<file path="src/rtl/imem_loader.sv">
// Instruction-memory writer: packs a big-endian byte stream into 32-bit words,
// writes them at byte addresses 0, 4, 8, ... and holds the CPU until the image is in.
module imem_loader #(
    parameter int ADDR_W    = 8,
    parameter int DATA_W    = 32,
    parameter int MAX_WORDS = 64
) (
    input  logic              clk,
    input  logic              reset_n,
    input  logic              start,
    input  logic [6:0]        word_count,
    input  logic [7:0]        byte_in,
    input  logic              byte_valid,
    output logic              byte_ready,
    output logic              mem_we,
    output logic [ADDR_W-1:0] mem_addr,
    output logic [DATA_W-1:0] mem_wdata,
    output logic              cpu_hold,
    output logic              busy,
    output logic              done,
    output logic              error,
    output logic [1:0]        dbg_state
);

    typedef enum logic [1:0] {
        IDLE    = 2'd0,
        COLLECT = 2'd1,
        WRITE   = 2'd2,
        FINISH  = 2'd3
    } state_t;

    localparam logic [6:0] MAX_WC = 7'(MAX_WORDS);

    state_t              state_q, state_d;
    logic [6:0]          count_q, count_d;
    logic [6:0]          word_idx_q, word_idx_d;
    logic [1:0]          byte_cnt_q, byte_cnt_d;
    logic [DATA_W-9:0]   shift_q, shift_d;
    logic                byte_ready_q, byte_ready_d;
    logic                mem_we_q, mem_we_d;
    logic [ADDR_W-1:0]   mem_addr_q, mem_addr_d;
    logic [DATA_W-1:0]   mem_wdata_q, mem_wdata_d;
    logic                cpu_hold_q, cpu_hold_d;
    logic                busy_q, busy_d;
    logic                done_q, done_d;
    logic                error_q, error_d;

    always_comb begin
        state_d      = state_q;
        count_d      = count_q;
        word_idx_d   = word_idx_q;
        byte_cnt_d   = byte_cnt_q;
        shift_d      = shift_q;
        byte_ready_d = byte_ready_q;
        mem_we_d     = 1'b0;
        mem_addr_d   = mem_addr_q;
        mem_wdata_d  = mem_wdata_q;
        cpu_hold_d   = cpu_hold_q;
        busy_d       = busy_q;
        done_d       = done_q;
        error_d      = error_q;

        case (state_q)
            IDLE: begin
                if (start) begin
                    if (word_count != 7'd0 && word_count <= MAX_WC) begin
                        count_d      = word_count;
                        word_idx_d   = 7'd0;
                        byte_cnt_d   = 2'd0;
                        done_d       = 1'b0;
                        error_d      = 1'b0;
                        busy_d       = 1'b1;
                        cpu_hold_d   = 1'b1;
                        byte_ready_d = 1'b1;
                        state_d      = COLLECT;
                    end else begin
                        error_d = 1'b1;
                    end
                end
            end
            COLLECT: begin
                if (byte_valid && byte_ready_q) begin
                    // MSB-first: earlier bytes migrate toward bit 31
                    shift_d    = {shift_q[DATA_W-17:0], byte_in};
                    byte_cnt_d = byte_cnt_q + 2'd1;
                    if (byte_cnt_q == 2'd3) begin
                        mem_wdata_d  = {shift_q, byte_in};
                        mem_addr_d   = {word_idx_q[ADDR_W-3:0], 2'b00};
                        mem_we_d     = 1'b1;
                        byte_ready_d = 1'b0;
                        state_d      = WRITE;
                    end
                end
            end
            WRITE: begin
                word_idx_d = word_idx_q + 7'd1;
                if (word_idx_q + 7'd1 == count_q) begin
                    cpu_hold_d = 1'b0;
                    done_d     = 1'b1;
                    busy_d     = 1'b0;
                    state_d    = FINISH;
                end else begin
                    byte_cnt_d   = 2'd0;
                    byte_ready_d = 1'b1;
                    state_d      = COLLECT;
                end
            end
            FINISH: begin
                state_d = IDLE;
            end
            default: begin
                state_d = IDLE;
            end
        endcase
    end

    always_ff @(posedge clk or negedge reset_n) begin
        if (!reset_n) begin
            state_q      <= IDLE;
            count_q      <= 7'd0;
            word_idx_q   <= 7'd0;
            byte_cnt_q   <= 2'd0;
            shift_q      <= '0;
            byte_ready_q <= 1'b0;
            mem_we_q     <= 1'b0;
            mem_addr_q   <= '0;
            mem_wdata_q  <= '0;
            cpu_hold_q   <= 1'b1;
            busy_q       <= 1'b0;
            done_q       <= 1'b0;
            error_q      <= 1'b0;
        end else begin
            state_q      <= state_d;
            count_q      <= count_d;
            word_idx_q   <= word_idx_d;
            byte_cnt_q   <= byte_cnt_d;
            shift_q      <= shift_d;
            byte_ready_q <= byte_ready_d;
            mem_we_q     <= mem_we_d;
            mem_addr_q   <= mem_addr_d;
            mem_wdata_q  <= mem_wdata_d;
            cpu_hold_q   <= cpu_hold_d;
            busy_q       <= busy_d;
            done_q       <= done_d;
            error_q      <= error_d;
        end
    end

    assign byte_ready = byte_ready_q;
    assign mem_we     = mem_we_q;
    assign mem_addr   = mem_addr_q;
    assign mem_wdata  = mem_wdata_q;
    assign cpu_hold   = cpu_hold_q;
    assign busy       = busy_q;
    assign done       = done_q;
    assign error      = error_q;
    assign dbg_state  = state_q;

endmodule

</file>
<file path="config.mk">
export PLATFORM = sky130hd
export DESIGN_NAME = imem_loader
export DESIGN_NICKNAME = d
export VERILOG_FILES = /design/src/rtl/imem_loader.sv
export SDC_FILE = /design/constraint.sdc
export NUM_CORES = 1
export LEC_CHECK = 0
export ABC_AREA = 0
export CAP_MARGIN = 10
export CORE_MARGIN = 1.5
export CORE_UTILIZATION = 30
export DETAILED_ROUTE_END_ITERATION = 12
export HOLD_SLACK_MARGIN = 0.1
export SLEW_MARGIN = 20
export SYNTH_ARGS = -nofsm -noshare
export SYNTH_HDL_FRONTEND = slang
export SYNTH_SLANG_ARGS = --single-unit
</file>
<file path="constraint.sdc">
create_clock -name clk -period 2.1 [get_ports clk]
set_input_delay 0.21 -clock clk [delete_from_list [all_inputs] [get_ports clk]]
set_output_delay 0.21 -clock clk [all_outputs]
set_load 0.005 [all_outputs]
</file>
==> results by group, run 1 <==
Detailed routing
  • Drt first-iter violations: 103
  • Antenna viol nets, final: 0
  • Final wirelength: 7660 um
  • Vias: 2513
  • Routed len/inst: 14.2 um
  • Residual DRC count: 6
  • Pre-Repair DR Iteration Count: 8
  • Vias per inst: 4.67

Global route
  • Number of global-route vias before repair: 2499
  • Initial antenna violation count: 0
  • Congestion Overflow GR: 0
  • Largest net degree at the start of global routing: 44
  • First-pass GRT wire length: 12700 um
  • All-Layer GR Usage: 0.133

Logic synthesis
  • Post-synthesis sequential area ratio: 0.604
  • EDFF count, synth: 0
  • Cell with the most instances after synthesis: dfrtp_1
  • Dominant synthesized flop cell: dfrtp_1
  • Synth top cells by count: 85 x dfrtp_1, 81 x nand2_1, 44 x mux2_2
  • Synth unique cells: 37
  • Avg Inst Size Synth: 11.6 um^2
  • Dominant cell type by area after synthesis: dfrtp_1
  • Post-synthesis cell count: 307
  • Yosys warns: 0
  • Synth Register Bits: 86
  • Top cells by area, synth: dfrtp_1 60%, mux2_2 14%, nand2_1 8.5%
  • Yosys top cell area share: 0.596
  • Mapped cell area: 3570 um^2
  • Async set or reset register ratio after synthesis: 1.00

Final layout
  • Nets@finish: 411
  • Final cell count without fillers: 538
  • Fillers: 1090
  • Area grow syn2layout: 36.2%
  • Inserted Diodes: 0
  • Layout cells sized above 1: 0.238

STA
  • Fin Clk Skew: 0.00632 ns
  • Fmax: 485 MHz
  • Minimum clock period: 2.06 ns
  • Tcrit/Tclk final: 0.982
  • Final hold slack: 0.147 ns
  • Final Hold Viols: 0
  • Endpoints failing setup: 0
  • RSZ-0062 raised after global routing: true
  • Slew Viols, Final: 0

Floorplanning
  • Num ports: 67
  • Core Rows: 39
  • Die Width: 112 um
  • Die height: 112 um
  • Starting Density: 0.310
  • Core area: 11500 um^2
  • Die area: 12600 um^2

CTS
  • Later-pin clock latency in the skew report: 0.35 ns
  • CTS Buf Count: 9
  • CTS max path bufs: 2
  • CTS tree: built
  • Clock Tree Root: clkbuf_16
  • Clock slew at reported path FFs: 0.06 ns
  • H-tree depth: 3
  • Total clock sinks: 86

Place
  • Placed insts: 521
  • Hpwl dp: 5100 um
  • Gpl congestion: 0.750
  • IO Port Bufs: 64

Pwr
  • Total Power: 0.00633 W
  • Power per standard cell area: 1300 nW/um^2
  • Worst vdd rail ir drop: 690 uV
  • Pleak: 2.32 nW

Worst hold path
  • Hold depth: 2
  • Hold Path Class: in2reg

Critical path
  • Worst-path cell chain: clkdlybuf4s50_1 > or4_4 > or3_4 > xnor2_4 > buf_4 > o211a_1 > a221o_1
  • Setup crit start kind: input pin
  • Worst Reg-to-Reg Cells: 6
  • Worst setup EP type: register
  • Worst path max stage delay: 0.46 ns
  • CP Data Required Time: 2.33 ns
  • Reg2reg end: busy
  • CP Max Fanout: 4
  • CP arrival: 2.30 ns
  • CP Class: in2reg
  • Slowest stage cell, crit path: or3_4
  • Worst Setup SP: word_count[2]
  • R2r startpoint: word_idx_q[0]
  • R2R setup slack: 0.10 ns
  • Setup crit end: byte_cnt_q[0]

Flow run
  • Max-cap violations: 0

Status
  • Status: complete, but fails checks
  • Failing checks: design-rule violations
-- layout make-up --
class | count | area (um^2) | area share
inverter | 4 | 15.0 | 0.00309
sequential | 86 | 2150 | 0.443
timing repair buffer | 86 | 851 | 0.175
clock inverter | 6 | 43.8 | 0.00901
multi-input combinational | 203 | 1380 | 0.284
clock buffer | 10 | 239 | 0.0492
tap | 143 | 179 | 0.0368
-- cells by family after synthesis --
kind of cell	synth area share
buf+inv	0.0221
fa+ha+maj	0.00701
xor+xnor	0.0291
flops	0.604
mux	0.139
compound gates	0.0621
simple gates	0.136
other cells	0.00105
-- stage by stage --
step	util	setup TNS [ns]	area, um^2	setup WS (ns)
after detailed placement	0.393	-6.17	4530	-0.425
after CTS	0.419	0	4820	0.00312
after floorplan	-	0	3570	0.0570
after global placement	0.393	-6.02	4530	-0.397
final	0.422	0	4860	0.0376
after global routing	0.422	-0.00578	4860	-0.00578
-- worst min-delay path by stage --
stage / slack, ns / to / from
floorplan: -0.09 / busy / reset_n
global route: 0.14 / count_q[0] / word_count[0]
detailed placement: 0.09 / mem_wdata[10] / reset_n
finish: 0.15 / count_q[1] / word_count[1]
global placement: 0.09 / mem_wdata[9] / reset_n
CTS: 0.26 / mem_wdata[10] / reset_n
-- per-layer routing --
| metal | GRT usage | share of wire | vias up |
|---|---|---|---|
| met5 | 0 | 0 | - |
| met4 | 0.0709 | 0.023 | 0 |
| met3 | 0.0535 | 0.069 | 13 |
| met2 | 0.196 | 0.45 | 59 |
| met1 | 0.168 | 0.46 | 1230 |
| li1 | - | - | 1211 |
-- layout by cell type (no fill, tap or decap), drive strengths merged, types with 2 or more instances in the layout --
cell type      count
or4                2
clkinv             3
mux2              44
o31ai              3
a21o               2
clkdlybuf4s50     60
xor2               6
dlymetal6s2s       3
inv                6
ha                 2
nand3              4
buf               22
nand3b             2
conb               2
o21ai             12
nand2             81
a21oi              3
and3               4
a31oi              3
a221o              2
dfrtp             85
clkbuf            10
nor2              12
nor4               2
xnor2              5
-- worst max-delay path, delay by kind of cell --
| kind | cells | cell delay (ns) |
|---|---|---|
| xor+xnor | 1 | 0.17 |
| buf+inv | 2 | 0.57 |
| simple gates | 2 | 0.89 |
| compound gates | 2 | 0.44 |
-- what timing repair did --
item | in CTS | in global routing
buffers inserted | 0 | 0
setup endpoints to repair | 6 | 13
pin swaps | 0 | 3
gates resized for setup | 1 | 8
hold endpoints to repair | 58 | 0
hold buffers | 1 | 0
-- flip-flops by register name, indices dropped and copies added, names as in the netlist --
register    flops
byte_ready      1
mem_wdata      32
error           1
mem_addr        6
dbg_state       2
shift_q        24
cpu_hold        1
busy            1
done            1
byte_cnt_q      2
mem_we          1
count_q         7
word_idx_q      7
-- power breakdown --
| part | internal, W | switching, W |
|---|---|---|
| logic | 0.00128 | 0.000805 |
| clock network | 0.000839 | 0.000674 |
| registers | 0.00231 | 0.000421 |
| total | 0.00443 | 0.00190 |
(Power assumes the default switching activity.)
==> run 2, diff against run 1 <==
CAP_MARGIN = 15   (was 10)
CORE_UTILIZATION = 47   (was 30)
PLACE_DENSITY = 0.76   (was unset)
==> results by group, run 2 (synthesized netlist as in run 1, its figures left out) <==
Status
  • Status: finished clean

STA
  • Tcrit/Tclk final: 0.954
  • Fin Clk Skew: 0.00658 ns
  • Final setup margin: 0.0973 ns
  • Final Hold Viols: 0
  • Fmax: 499 MHz
  • Endpoints failing setup: 0
  • Minimum clock period: 2.00 ns
  • Slew Viols, Final: 0

Detailed routing
  • Vias per inst: 5.17
  • Vias: 2535
  • Final wirelength: 7420 um
  • Residual DRC count: 0
  • Pre-Repair DR Iteration Count: 4
  • Drt first-iter violations: 83
  • Antenna viol nets, final: 0
  • Routed len/inst: 15.1 um

Critical path
  • R2r startpoint: word_idx_q[1]
  • Worst path max stage delay: 0.54 ns
  • CP arrival: 2.25 ns
  • CP Max Fanout: 7
  • R2R setup slack: 0.1 ns
  • CP Buf/Inv Count: 0
  • Worst Setup SP: word_idx_q[1]
  • CP Data Required Time: 2.34 ns
  • Slowest stage cell, crit path: or4_4
  • Setup crit start kind: register
  • Worst-path cell chain: ha_4 > and3_1 > a31oi_1 > o2111ai_2 > or4_4 > a21o_1
  • CP delay by family, top: simple AND/OR/NAND/NOR gates
  • CP Class: reg2reg
  • Worst setup EP type: register

Pwr
  • Clock power share: 0.210
  • Pleak: 2.30 nW
  • Logic pwr share: 0.344
  • Net Switching: 0.00185 W
  • Seq pwr share: 0.446
  • P_int: 0.00433 W
  • Total Power: 0.00617 W
  • Worst vdd rail ir drop: 730 uV
  • Switching share of power: 0.299
  • Power per standard cell area: 1300 nW/um^2

Final layout
  • Inserted Diodes: 0
  • Register area: 2150 um^2
  • Fillers: 587
  • Layout cells sized above 1: 0.235
  • Area grow syn2layout: 33.6%
  • Area occupied by multi-input gates: 1420 um^2
  • Largest register FFs: 32
  • Commonest non-fill, non-tap cell in the layout: dfrtp_1
  • Nets@finish: 407
  • Commonest cells after routing, fill and taps aside: 84 x dfrtp_1, 80 x nand2_1, 59 x clkdlybuf4s50_1

Floorplanning
  • Core area: 7290 um^2
  • Die height: 90.1 um
  • Starting Density: 0.489
  • Die area: 8120 um^2
  • Num ports: 67
  • Core Rows: 31
  • Die Width: 90.1 um

Global route
  • Number of global-route vias before repair: 2570
  • Initial antenna violation count: 0
  • All-Layer GR Usage: 0.193
  • Congestion Overflow GR: 0
  • First-pass GRT wire length: 12400 um
  • Largest net degree at the start of global routing: 41

CTS
  • CTS Buf Count: 9
  • Total clock sinks: 86
  • Clock Tree Root: clkbuf_8
  • Post-CTS Setup Bufs: 0
  • H-tree depth: 3
  • Later-pin clock latency in the skew report: 0.34 ns
  • CTS max path bufs: 2
  • Clock slew at reported path FFs: 0.08 ns
  • CTS tree: built

Flow run
  • Max-cap violations: 0

Place
  • Pre-CTS setup slack: -0.462 ns
  • Gpl congestion: 0.817
  • Hpwl dp: 5170 um
  • IO Port Bufs: 64

Worst hold path
  • Hold Path Class: in2reg
  • Hold Path Origin: word_count[1]
-- run 2: worst register-to-register path: cells and delay by family (launching register included) --
| kind | cells | cell delay, ns |
|---|---|---|
| AOI/OAI and AO/OA | 3 | 0.57 |
| adders and majority gates | 1 | 0.19 |
| DFF | 1 | 0.41 |
| and+or+nand+nor | 2 | 0.73 |
-- run 2: final cells by class --
| cell class | count | share of cell area |
|---|---|---|
| Clock inverter | 6 | 0.0197 |
| Timing Repair Buffer | 82 | 0.173 |
| Clock buffer | 10 | 0.0289 |
| Inverter | 4 | 0.00315 |
| Tap cell | 99 | 0.0260 |
| Multi-Input combinational cell | 203 | 0.297 |
| Sequential cell | 86 | 0.452 |
-- run 2: power by group through the flow --
stage	logic, W	registers (W)	clock network, W
3_5_place_dp	0.00207	0.00278	0
4_1_cts	0.00209	0.00275	0.00133
5_1_grt	0.00232	0.00284	0.00140
2_1_floorplan	0.000976	0.00270	0
6_report	0.00212	0.00275	0.00130
3_3_place_gp	0.00201	0.00275	0
-- run 2: through the flow --
stage,std cells,cell area (um^2),TNS (ns),hold WS [ns],util
after floorplan,308,3570,0,-0.0856,-
after global placement,473,4440,-5.53,0.172,0.609
after detailed placement,473,4440,-6.67,0.174,0.609
after CTS,490,4690,0,0.335,0.643
after global routing,490,4760,-0.00267,0.137,0.653
final,490,4760,0,0.152,0.653
-- run 2: worst paths after layout --
path / endpoint / depth (start not counted)
min: count_q[1] / 2
min reg2reg: busy / 1
min in group asynchronous: shift_q[13] / 2
max reg2reg: busy / 6
max: busy / 6
max in group asynchronous: cpu_hold / 3
-- run 2: what timing repair did --
item / in CTS / in global routing
setup endpoints to repair: 8 / 14
hold endpoints to repair: 29 / 0
gates resized for setup: 2 / 18
hold buffers: 1 / 0
pin swaps: 0 / 4
-- run 2: layer usage --
metal	track usage	share of wire	vias to the layer above
met4	0.0780	0.013	0
li1	-	-	1198
met5	0	0	-
met3	0.0389	0.037	9
met2	0.312	0.50	51
met1	0.255	0.45	1277
==> run 3, diff against run 2 <==
CTS_CLUSTER_DIAMETER = 40   (was unset)
SKIP_LAST_GASP = 1   (was unset)
==> results of run 3 <==
No change in the layout: final DEF, timing and power equal those of run 2.
==> RTL change (flow settings as in run 1) <==
Put one more register stage on the output `dbg_state`, cleared by the reset. The value now appears one clock later. The other outputs are not delayed to match.
--- a/src/rtl/imem_loader.sv
+++ b/src/rtl/imem_loader.sv
@@ -154,7 +154,13 @@
     assign busy       = busy_q;
     assign done       = done_q;
     assign error      = error_q;
-    assign dbg_state  = state_q;
+    always_ff @(posedge clk or negedge reset_n) begin
+        if (!reset_n) begin
+            dbg_state <= '0;
+        end else begin
+            dbg_state <= state_q;
+        end
+    end
 
 endmodule
 
Formal check against the unedited RTL: not equivalent (a bounded check fails within 4 cycles, from zero or initial values and one cycle with reset_n low).
==> RTL change against run 1 <==
- setup slack better by 0.083 ns
- sequential cell count is 2 higher
- cell area is 0.28% higher
- global-route usage is 0.67 points lower
- wire length is 2.9% lower
- final cell count is 9.7% lower
- largest cell class unchanged
- area after synthesis is 2.6% higher
- sequential share of layout area is 0.90 points higher
- power is 3.1% higher
==> RTL change: results (changes against run 1) <==
* Outcome: finished clean
* Clock network contribution to total cell area at 6.47% (+0.65 points)
* P_leak at 2.09 nW (-9.8%)
* Clk pwr share at 25.3% (+1.4 points)
* FF+latch count, synth at 88 (+2.3%)
* DRC marker count from the first detailed-route iteration at 89 (-14%)
* Area post-placement at 4540 sq um (+0.33%)
* Multi-input comb cells at 150 (-26%)
* All-layer global routing usage at 12.6% (-0.67 points)
* CP peak stage delay at 0.52 ns (+0.06 ns)
* Post-place setup slack at -0.0343 ns (+0.390 ns)
* NumNets Final at 355 (-14%)
* Fraction of area in multi-input gates at 28.3% (-0.080 points)
* Final Critical Period at 1.98 ns (-0.0828 ns)
* Met2 usage at 19.1% (-0.56 points)
* Reg-to-reg setup timing slack at 0.12 ns (+0.02 ns)
* WL final at 7.44 mm (-2.9%)
* Data buffer area share at 15.9% (-1.6 points)
* Initial DRT Pass Iterations at 4 (-4)
* Reg2reg end: byte_ready
* Fillers at 1075 (-1.4%)
* Layout cell share with drive strength beyond 1 at 31.9% (+8.1 points)
* Maximum vdd drop at 495 uV (-28%)
* Post-synthesis compound-gate area fraction at 5.75% (-0.46 points)
* Placer Congestion at 0.771 (+2.9%)
* Seq area share at 45.2% (+0.90 points)
* Synth-to-layout area growth at 33.2%
* CP arrival at 2.19 ns (-0.11 ns)
* First-pass GRT wire length at 12.6 mm (-0.76%)
* R2r worst-path depth at 4 (-2)
* Combinational power share at 31.5% (-1.4 points)
* Grt met1 use at 17.3% (+0.54 points)
* Gate Count Post-Synth at 257 (-16%)
* Global Route met3 Usage at 3.03% (-2.3 points)
* Vias per Instance at 4.79 (+2.6%)
* Sequential area share after synthesis at 60.2% (-0.14 points)
* Met3 wire len at 268 microns (-49%)
* Synth cell types at 42 (+14%)
* Post-synthesis xor/xnor area fraction at 3.11% (+0.20 points)
* Top delay family on crit path: compound AO/OA/AOI/OAI gates
* Critical R2R Launch: word_idx_q[2]
* Synth Area in Adders at 0.684% (-0.018 points)
* Signal buffers at 80 (-7.0%)
* Inverters at 5 (+1)
* NetSw at 1.78 mW (-6.1%)
* Hold Path Class: input pin to async pin
* Clk_skew at 0.00977 ns (+0.00345 ns)
==> RTL change: cell types whose count changed after synthesis, moves of 3 or more <==
cell	before	now
mux2_2	44	70
xnor2_1	4	9
nand4_1	0	4
a31oi_1	3	0
and3_1	4	1
nand2_1	81	11
clkbuf_1	13	6
a22o_1	1	4
nor2_1	12	3
o21ai_1	3	0
o21ai_0	9	1
nor2b_1	1	4
buf_2	0	7
==> RTL change: how the worst max path moves through the flow <==
stage | end | startpoint
final | byte_ready | word_idx_q[2]
after global routing | byte_ready | word_idx_q[2]
after CTS | byte_ready | word_idx_q[0]
after detailed placement | word_idx_q[2] | word_count[1]
after global placement | word_idx_q[2] | word_count[1]
after floorplan | byte_ready | word_idx_q[0]
==> RTL change: repair_timing <==
item,CTS,global route
endpoints found under the hold margin,43,0
endpoints found under the setup margin,0,4
hold buffers,1,0
gates resized for setup,0,2
